--- config.mk ---
export PLATFORM = sky130hd
export DESIGN_NAME = mux4_rr_arbiter
export DESIGN_NICKNAME = d
export VERILOG_FILES = /design/src/rtl/arb_pkg.sv /design/src/rtl/rr_pick4.sv /design/src/rtl/mux4_rr_arbiter.sv
export SDC_FILE = /design/constraint.sdc
export NUM_CORES = 1
export LEC_CHECK = 0
export ABC_AREA = 1
export CAP_MARGIN = 10
export CORE_ASPECT_RATIO = 0.5
export CORE_MARGIN = 8
export CORE_UTILIZATION = 28
export CTS_BUF_LIST = sky130_fd_sc_hd__clkbuf_16
export DETAILED_ROUTE_END_ITERATION = 8
export GPL_TIMING_DRIVEN = 1
export PLACE_DENSITY_LB_ADDON = 0.05
export SYNTH_ARGS = -nofsm -noshare
export SYNTH_HDL_FRONTEND = slang
export SYNTH_HIERARCHICAL = 1
export SYNTH_SLANG_ARGS = --single-unit
export TNS_END_PERCENT = 100
--- constraint.sdc ---
create_clock -name clk -period 2 [get_ports clk]
set_clock_uncertainty 0.15 [all_clocks]
set_input_delay 0.4 -clock clk [delete_from_list [all_inputs] [get_ports clk]]
set_output_delay 0.4 -clock clk [all_outputs]
set_load 0.02 [all_outputs]
--- src/rtl/arb_pkg.sv ---
// Shared types and constants for the four-way round-robin mux arbiter.
package arb_pkg;

  localparam int N_REQ = 4;

  typedef enum logic {
    IDLE  = 1'b0,
    GRANT = 1'b1
  } arb_state_t;

endpackage

--- src/rtl/rr_pick4.sv ---
// Combinational round-robin pick: first requester at or after ptr, wrapping mod 4.
import arb_pkg::*;

module rr_pick4 (
  input  logic [N_REQ-1:0] req,
  input  logic [1:0]       ptr,
  output logic [1:0]       idx,
  output logic             any
);

  logic [1:0] cand;

  always_comb begin
    idx  = ptr;
    any  = 1'b0;
    cand = ptr;
    for (int k = 0; k < N_REQ; k++) begin
      cand = ptr + 2'(k);
      if (!any && req[cand]) begin
        idx = cand;
        any = 1'b1;
      end
    end
  end

endmodule

--- src/rtl/mux4_rr_arbiter.sv ---
// Round-robin arbiter owning the mux4 select: registered one-hot grant, hold limit, back-to-back handoff.
import arb_pkg::*;

module mux4_rr_arbiter #(
  parameter int MAX_HOLD = 8
) (
  input  logic             clk,
  input  logic             rst_n,
  input  logic [N_REQ-1:0] req,
  output logic [N_REQ-1:0] grant,
  output logic [1:0]       sel,
  output logic             busy
);

  localparam int HW          = (MAX_HOLD == 0) ? 1 : (($clog2(MAX_HOLD + 1) < 1) ? 1 : $clog2(MAX_HOLD + 1));
  localparam int HOLD_LAST_I = (MAX_HOLD == 0) ? 0 : MAX_HOLD - 1;
  localparam logic [HW-1:0] HOLD_LAST = HOLD_LAST_I[HW-1:0];
  localparam bit   HOLD_LIMITED = (MAX_HOLD != 0);

  arb_state_t    state_q, state_d;
  logic [1:0]    owner_q, owner_d;
  logic [1:0]    ptr_q, ptr_d;
  logic [HW-1:0] hold_cnt_q, hold_cnt_d;

  logic [1:0] pick_ptr;
  logic [1:0] pick_idx;
  logic       pick_any;
  logic       expired;
  logic       release_own;

  // One picker serves both idle arbitration and release re-arbitration; on release
  // the search starts just past the current owner so it ranks lowest.
  rr_pick4 u_pick (
    .req (req),
    .ptr (pick_ptr),
    .idx (pick_idx),
    .any (pick_any)
  );

  always_comb begin
    state_d     = state_q;
    owner_d     = owner_q;
    ptr_d       = ptr_q;
    hold_cnt_d  = hold_cnt_q;
    pick_ptr    = (state_q == GRANT) ? owner_q + 2'd1 : ptr_q;
    expired     = HOLD_LIMITED && (hold_cnt_q == HOLD_LAST);
    release_own = !req[owner_q] || expired;

    case (state_q)
      IDLE: begin
        if (pick_any) begin
          state_d    = GRANT;
          owner_d    = pick_idx;
          hold_cnt_d = '0;
        end
      end
      GRANT: begin
        if (release_own) begin
          ptr_d = owner_q + 2'd1;
          if (pick_any) begin
            owner_d    = pick_idx;
            hold_cnt_d = '0;
          end else begin
            state_d = IDLE;
          end
        end else if (hold_cnt_q != {HW{1'b1}}) begin
          hold_cnt_d = hold_cnt_q + 1'b1;
        end
      end
      default: state_d = IDLE;
    endcase
  end

  always_ff @(posedge clk or negedge rst_n) begin
    if (!rst_n) begin
      state_q    <= IDLE;
      owner_q    <= 2'd0;
      ptr_q      <= 2'd0;
      hold_cnt_q <= '0;
    end else begin
      state_q    <= state_d;
      owner_q    <= owner_d;
      ptr_q      <= ptr_d;
      hold_cnt_q <= hold_cnt_d;
    end
  end

  assign grant = (state_q == GRANT) ? (4'b0001 << owner_q) : 4'b0000;
  assign sel   = owner_q;
  assign busy  = (state_q == GRANT);

endmodule

* Word level (Yosys, flattened, before mapping) *
Cells that the tools add are included.

word-level totals
  memory bits (read-only) = 0
  bits in registers = 9
  memory bits (writable) = 0
  latch bits = 0
  bits of input ports = 6
  memories kept = 0

cells by class
  magnitude comparators = 5
  bitwise logic cells = 1
  multiply operators = 0
  div/mod/pow operators = 0
  reduce and logical (&&, ||, !) cells = 9
  multiplexer cells = 29
  $add $sub $neg = 5
  eq/ne operators = 4
  shift operators = 1

operator list
  kind                 count
  $mux 4               4
  $lt 2x3->1 const B   5
  $mux 2               6
  $mux 1               11
  $bmux 1 s2           5
  $pmux 4 s2           1
  $add 2x1->2 const B  2
  $add 2x2->2 const B  2
  $add 4x1->4 const B  1
  $eq 4x3->1 const B   1
  $logic_not 1->1      4
  $ne 4x4->1 const B   1
  $pmux 2 s2           1
  $shl 1x2->4 const A  1
  $logic_and 1x1->1    3
  $ne 3x1->1 const B   1
  $ne 2x1->1 const B   1
  $pmux 1 s2           1
  $reduce_and 2->1     1
  $logic_or 1x1->1     1
  $not 1->1            1

* Depth between registers and ports, before layout *
  depth after elaboration = 17
  depth in mapped cells = 17
  depth with buffers taken out = 17

* By module *
The synthesis kept the hierarchy.

modules (own cells, without submodules)
  module           cells each  area an instance (sq um)  seq. area each (sq um)  times used
  mux4_rr_arbiter  83          613.1                     225.2                   1
  rr_pick4         64          299.0                     0.0                     1

* Worst setup path after synthesis *
No wires, ideal clock.

  path type = register -> register
  start = reg owner_q[0], in the netlist sel[0]
  end = reg hold_cnt_q[3]
  cell stages (with the launch flop) = 15
  path slack = -0.252 ns
  arrival time = 2.033 ns
  buffers on the path = 0
  required time = 1.782 ns
  setup time = 0.068 ns
  cells stage by stage = dfrtp_1 -> inv_2 -> ha_1 -> nand2_1 -> nand2_1 -> inv_2 -> nand2_2 -> nand2_4 -> nand2_2 -> nand2_2 -> a21oi_2 -> nand3_1 -> nor2_1 -> o21ai_0 -> nand3_1

between the ends
  cells in the longest elaborated chain, start to end = 17
  elaborated cells on any way between the ends = 31

ends and longest elaborated chain
  element                                                               line                   text
  from (decl)                                                           mux4_rr_arbiter.sv:21  logic [1:0] owner_q, owner_d;
  from (signal assigned)                                                mux4_rr_arbiter.sv:82  owner_q <= owner_d;
  $add 2x1->2 (*)                                                       mux4_rr_arbiter.sv:45  pick_ptr = (state_q == GRANT) ? owner_q + 2'd1 : ptr_q;
  $mux 2 (*)                                                            mux4_rr_arbiter.sv:45
  named net pick_ptr[1]                                                 mux4_rr_arbiter.sv:25  logic [1:0] pick_ptr;
  parallel branches: the longest is 11 deep, another holds $add 2x1->2  -
  $mux 1 (*)                                                            rr_pick4.sv:19         if (!any && req[cand]) begin
  named net pick_any                                                    mux4_rr_arbiter.sv:27  logic pick_any;
  $mux 4 (*)                                                            -
  $mux 4                                                                mux4_rr_arbiter.sv:58  if (release_own) begin
  $pmux 4 s2 (*)                                                        mux4_rr_arbiter.sv:49  case (state_q)
  to (signal assigned)                                                  mux4_rr_arbiter.sv:84  hold_cnt_q <= hold_cnt_d;
  to (decl)                                                             mux4_rr_arbiter.sv:23  logic [HW-1:0] hold_cnt_q, hold_cnt_d;

Mark *: on every way through the listed nets, which the timed path passes. The select of a mux whose other input is x is not followed.
A chain may end at the register's enable or synchronous reset.

* Final worst setup path *
  start = reg owner_q[0], in the netlist sel[0]
  end = reg owner_q[1], in the netlist sel[1]

between the ends
  cells in the longest elaborated chain, start to end = 17
  elaborated cells on any way between the ends = 34

ends and longest elaborated chain
  element                                                               line                                          text
  $add 2x1->2 (*)                                                       mux4_rr_arbiter.sv:45
  $mux 2 (*)                                                            mux4_rr_arbiter.sv:45
  named net pick_ptr[1]                                                 mux4_rr_arbiter.sv:25
  parallel branches: the longest is 11 deep, another holds $add 2x1->2  -
  $mux 2 (*)                                                            rr_pick4.sv:19
  named net pick_idx[1]                                                 mux4_rr_arbiter.sv:26                         logic [1:0] pick_idx;
  $mux 2 (*)                                                            mux4_rr_arbiter.sv:51, mux4_rr_arbiter.sv:60
  $mux 2                                                                mux4_rr_arbiter.sv:58
  $pmux 2 s2 (*)                                                        mux4_rr_arbiter.sv:49

Marks and branches as above.

==> run_results.csv <==
group,metric,value,unit
status,violations,"setup timing",
route,drt_iter0_drc,29,
route,drtAntennaViolNets,0,
global_route,grt_max_degree,13,
critical_path,timing.rr.end,"sel[1]",
cells_and_area,layout.nets,192,
floorplanning,die_w,96.72,um
timing,setup_viol,1,
global_route,met2_usage,0.1331,
clock_tree,cts_tree,"done",
route,via_per_inst,4.245,
cells_and_area,drive_gt1_frac,0.3667,
synth,ys_seq_elements,9,
global_route,use_met1,0.1130,
critical_path,critPathLaunchType,"flop",
critical_path,crit_path_max_incr_delay,0.43,ns
critical_path,rrSetupSlack,-0.01,ns
floorplanning,core_area,3048,um2
timing,worst_slew_pin_slew,0.4257,ns
synth,synth.distinct_cells,20,
synth,synth_flop_cell,"dfrtp_1",
cells_and_area,final_core_util,0.4569,
route,vias,934,
route,dr.pass1.iters,4,
route,wl_per_cell,10.55,um
cells_and_area,fillers,326,
clock_tree,path_clk_slew,0.04,ns
critical_path,worst_ep_arrival_time,1.98,ns
floorplanning,dieArea,5451,um2
critical_path,worstPathRequired,1.97,ns
critical_path,r2r-start,"sel[0]",
global_route,grt_first_pass_wirelength,3919,um
floorplanning,rows,14,
clock_tree,numCtsBuffers,3,
clock_tree,cts_hold_buf,0,
critical_path,r2r_cells,15,
critical_path,path_buf_inv,2,
global_route,gr-usage-met3,0.02439,
critical_path,critPathTopFamily,"simple AND/OR/NAND/NOR gates",
hold_path,hold_path_class,"input port to asynchronous set/reset pin",
timing,worst_slack,-0.01066,ns
placement,dp_cells,215,
timing,max_freq,497.4,MHz
run,maxCapViolCount,0,
critical_path,crit_type,"flop to flop",
placement,port_buffers,12,
synth,seq_area_frac_synth,0.2469,
cells_and_area,layout.cells.non_filler,220,
timing,finalCritPeriodShare,1.005,
synth,syn_nets,158,
synth,yosys_warnings,6,
synth,synth_area_per_cell,6.205,um2
status,status,"finished with violations",
critical_path,crit_path_frequent_cell,"nand2_4",
synth,syn-cell-area,912.1,um2
synth,synth_edf_count,0,
route,drc_errors,0,
critical_path,crit_path_cell_trace,"inv_4 -> ha_4 -> nand2_4 -> nand2_4 -> inv_4 -> nand2_4 -> nand2_4 -> nand2_4 -> nand2_4 -> a21oi_4 -> nand3_2 -> nand2_1 -> nand2_1 -> nand3_1 -> nand2_1",
global_route,antenna_found_initial,0,
clock_tree,clock-sinks,9,
synth,syn_inst,147,
route,wl,2321,um
clock_tree,htree_levels,1,
cells_and_area,syn2layout_area_growth,52.68,%
critical_path,end_kind,"flop",
floorplanning,ioPinCount,13,
timing,hold_viol,0,
placement,globalplace.congestion,0.7575,
timing,rsz0062_at_grt,"true",
synth,async_flop_share,1.000,
timing,maxSlewHeadroom,0.7153,
floorplanning,fp.dieH,56.36,um
floorplanning,initial_core_util,0.2993,
critical_path,crit_path_max_fanout,5,
clock_tree,clk_latency,0.23,ns
global_route,grt_use_total,0.08789,
clock_tree,clk_path_buf_depth,2,
timing,drv_slew,0,
clock_tree,cts_root_buf,"clkbuf_16",
critical_path,critPathSlowestCell,"dfrtp_2",
global_route,grt-busiest-layer,"met2",
timing,fin_crit,2.011,ns
global_route,grt_pass1_vias,829,
placement,dpl.hpwl,1899,um
global_route,grt_overflow,0,
cells_and_area,num_antenna_cells,0,
## sequential cells by signal, indices dropped and copies added, names as in the netlist
register    cells
busy            1
hold_cnt_q      4
ptr_q           2
sel             2
## through the flow
step	hold slack (ns)	instance area [um2]	setup TNS, ns	setup slack [ns]
finish	0.3228	1393	-0.01066	-0.01066
global placement	0.3227	1255	-0.1859	-0.08390
CTS	0.3374	1340	0	0.0001741
detailed placement	0.3231	1255	-0.1232	-0.06015
floorplan	-0.04559	972.2	0	0.002323
global route	0.3667	1393	-0.5771	-0.1282
## final cells by class
cell class,instances,area (um2),share of cell area
multi-input combinational,113,685.7,0.4924
sequential,9,229.0,0.1644
timing repair buffer,31,255.2,0.1833
inverter,23,93.84,0.06739
clock buffer,3,75.07,0.05391
clock inverter,1,3.754,0.002695
tap,40,50.05,0.03594
## timing repair
action | CTS | global route
hold endpoints to repair | 0 | 0
endpoints found under the setup margin | 6 | 12
resized for setup | 8 | 21
setup buffers | 0 | 1
pin swaps | 1 | 9
## worst reg2reg max path, delay by kind of cell, from the launching register on
family          cells  cell delay, ns
compound gates      1            0.15
fa+ha+maj           1            0.28
buf+inv             2            0.11
flops               1            0.43
simple gates       11            0.78
## kinds of logic after synthesis
family,after synthesis,share of synthesized area
AND/OR/NAND/NOR,99,0.5076
buffers and inverters,25,0.1152
flip-flops,9,0.2469
AO/OA/AOI/OAI,7,0.04252
adder cells (fa/ha/maj),5,0.06859
XOR/XNOR,2,0.01921
## worst max path at each step
| stage | from | endpoint | slack [ns] | cells after the start |
|---|---|---|---|---|
| 2_1_floorplan | sel[0] | hold_cnt_q[3] | 0.002 | 14 |
| 3_3_place_gp | req[2] | sel[0] | -0.08 | 10 |
| 3_5_place_dp | req[2] | sel[0] | -0.06 | 10 |
| 4_1_cts | sel[0] | sel[1] | 0.0002 | 16 |
| 5_1_grt | sel[0] | sel[1] | -0.13 | 15 |
| 6_report | sel[0] | sel[1] | -0.01 | 15 |
## layout by cell type, fill, tap and decap left out, types with 5 or more instances in the layout
cell / instances
buf_4: 18
clkdlybuf4s50_1: 6
dfrtp_1: 6
inv_1: 17
nand2_1: 56
nand2_2: 10
nand2_4: 7
nand3_1: 10
nand3_2: 5
## layer usage
layer / wire length, um / share of wire
met3: 60 / 0.026
met1: 1238 / 0.53
met4: 21 / 0.0090
met2: 1000 / 0.43
met5: 0 / 0
## Yosys cell counts, types with 2 or more instances
library cell | count | area share
dfrtp_1 | 9 | 0.25
xor2_1 | 2 | 0.019
inv_2 | 4 | 0.016
nor2_1 | 5 | 0.021
inv_1 | 19 | 0.078
ha_1 | 5 | 0.069
o21ai_1 | 3 | 0.016
nand3_1 | 12 | 0.066
nand2_1 | 62 | 0.26
nand4_1 | 3 | 0.021
nand3_2 | 4 | 0.044
nand2_2 | 10 | 0.069
o21ai_0 | 2 | 0.011
Power is not shown: default switching activity piles up to over one toggle a cycle in this logic, so the estimate is an artifact.
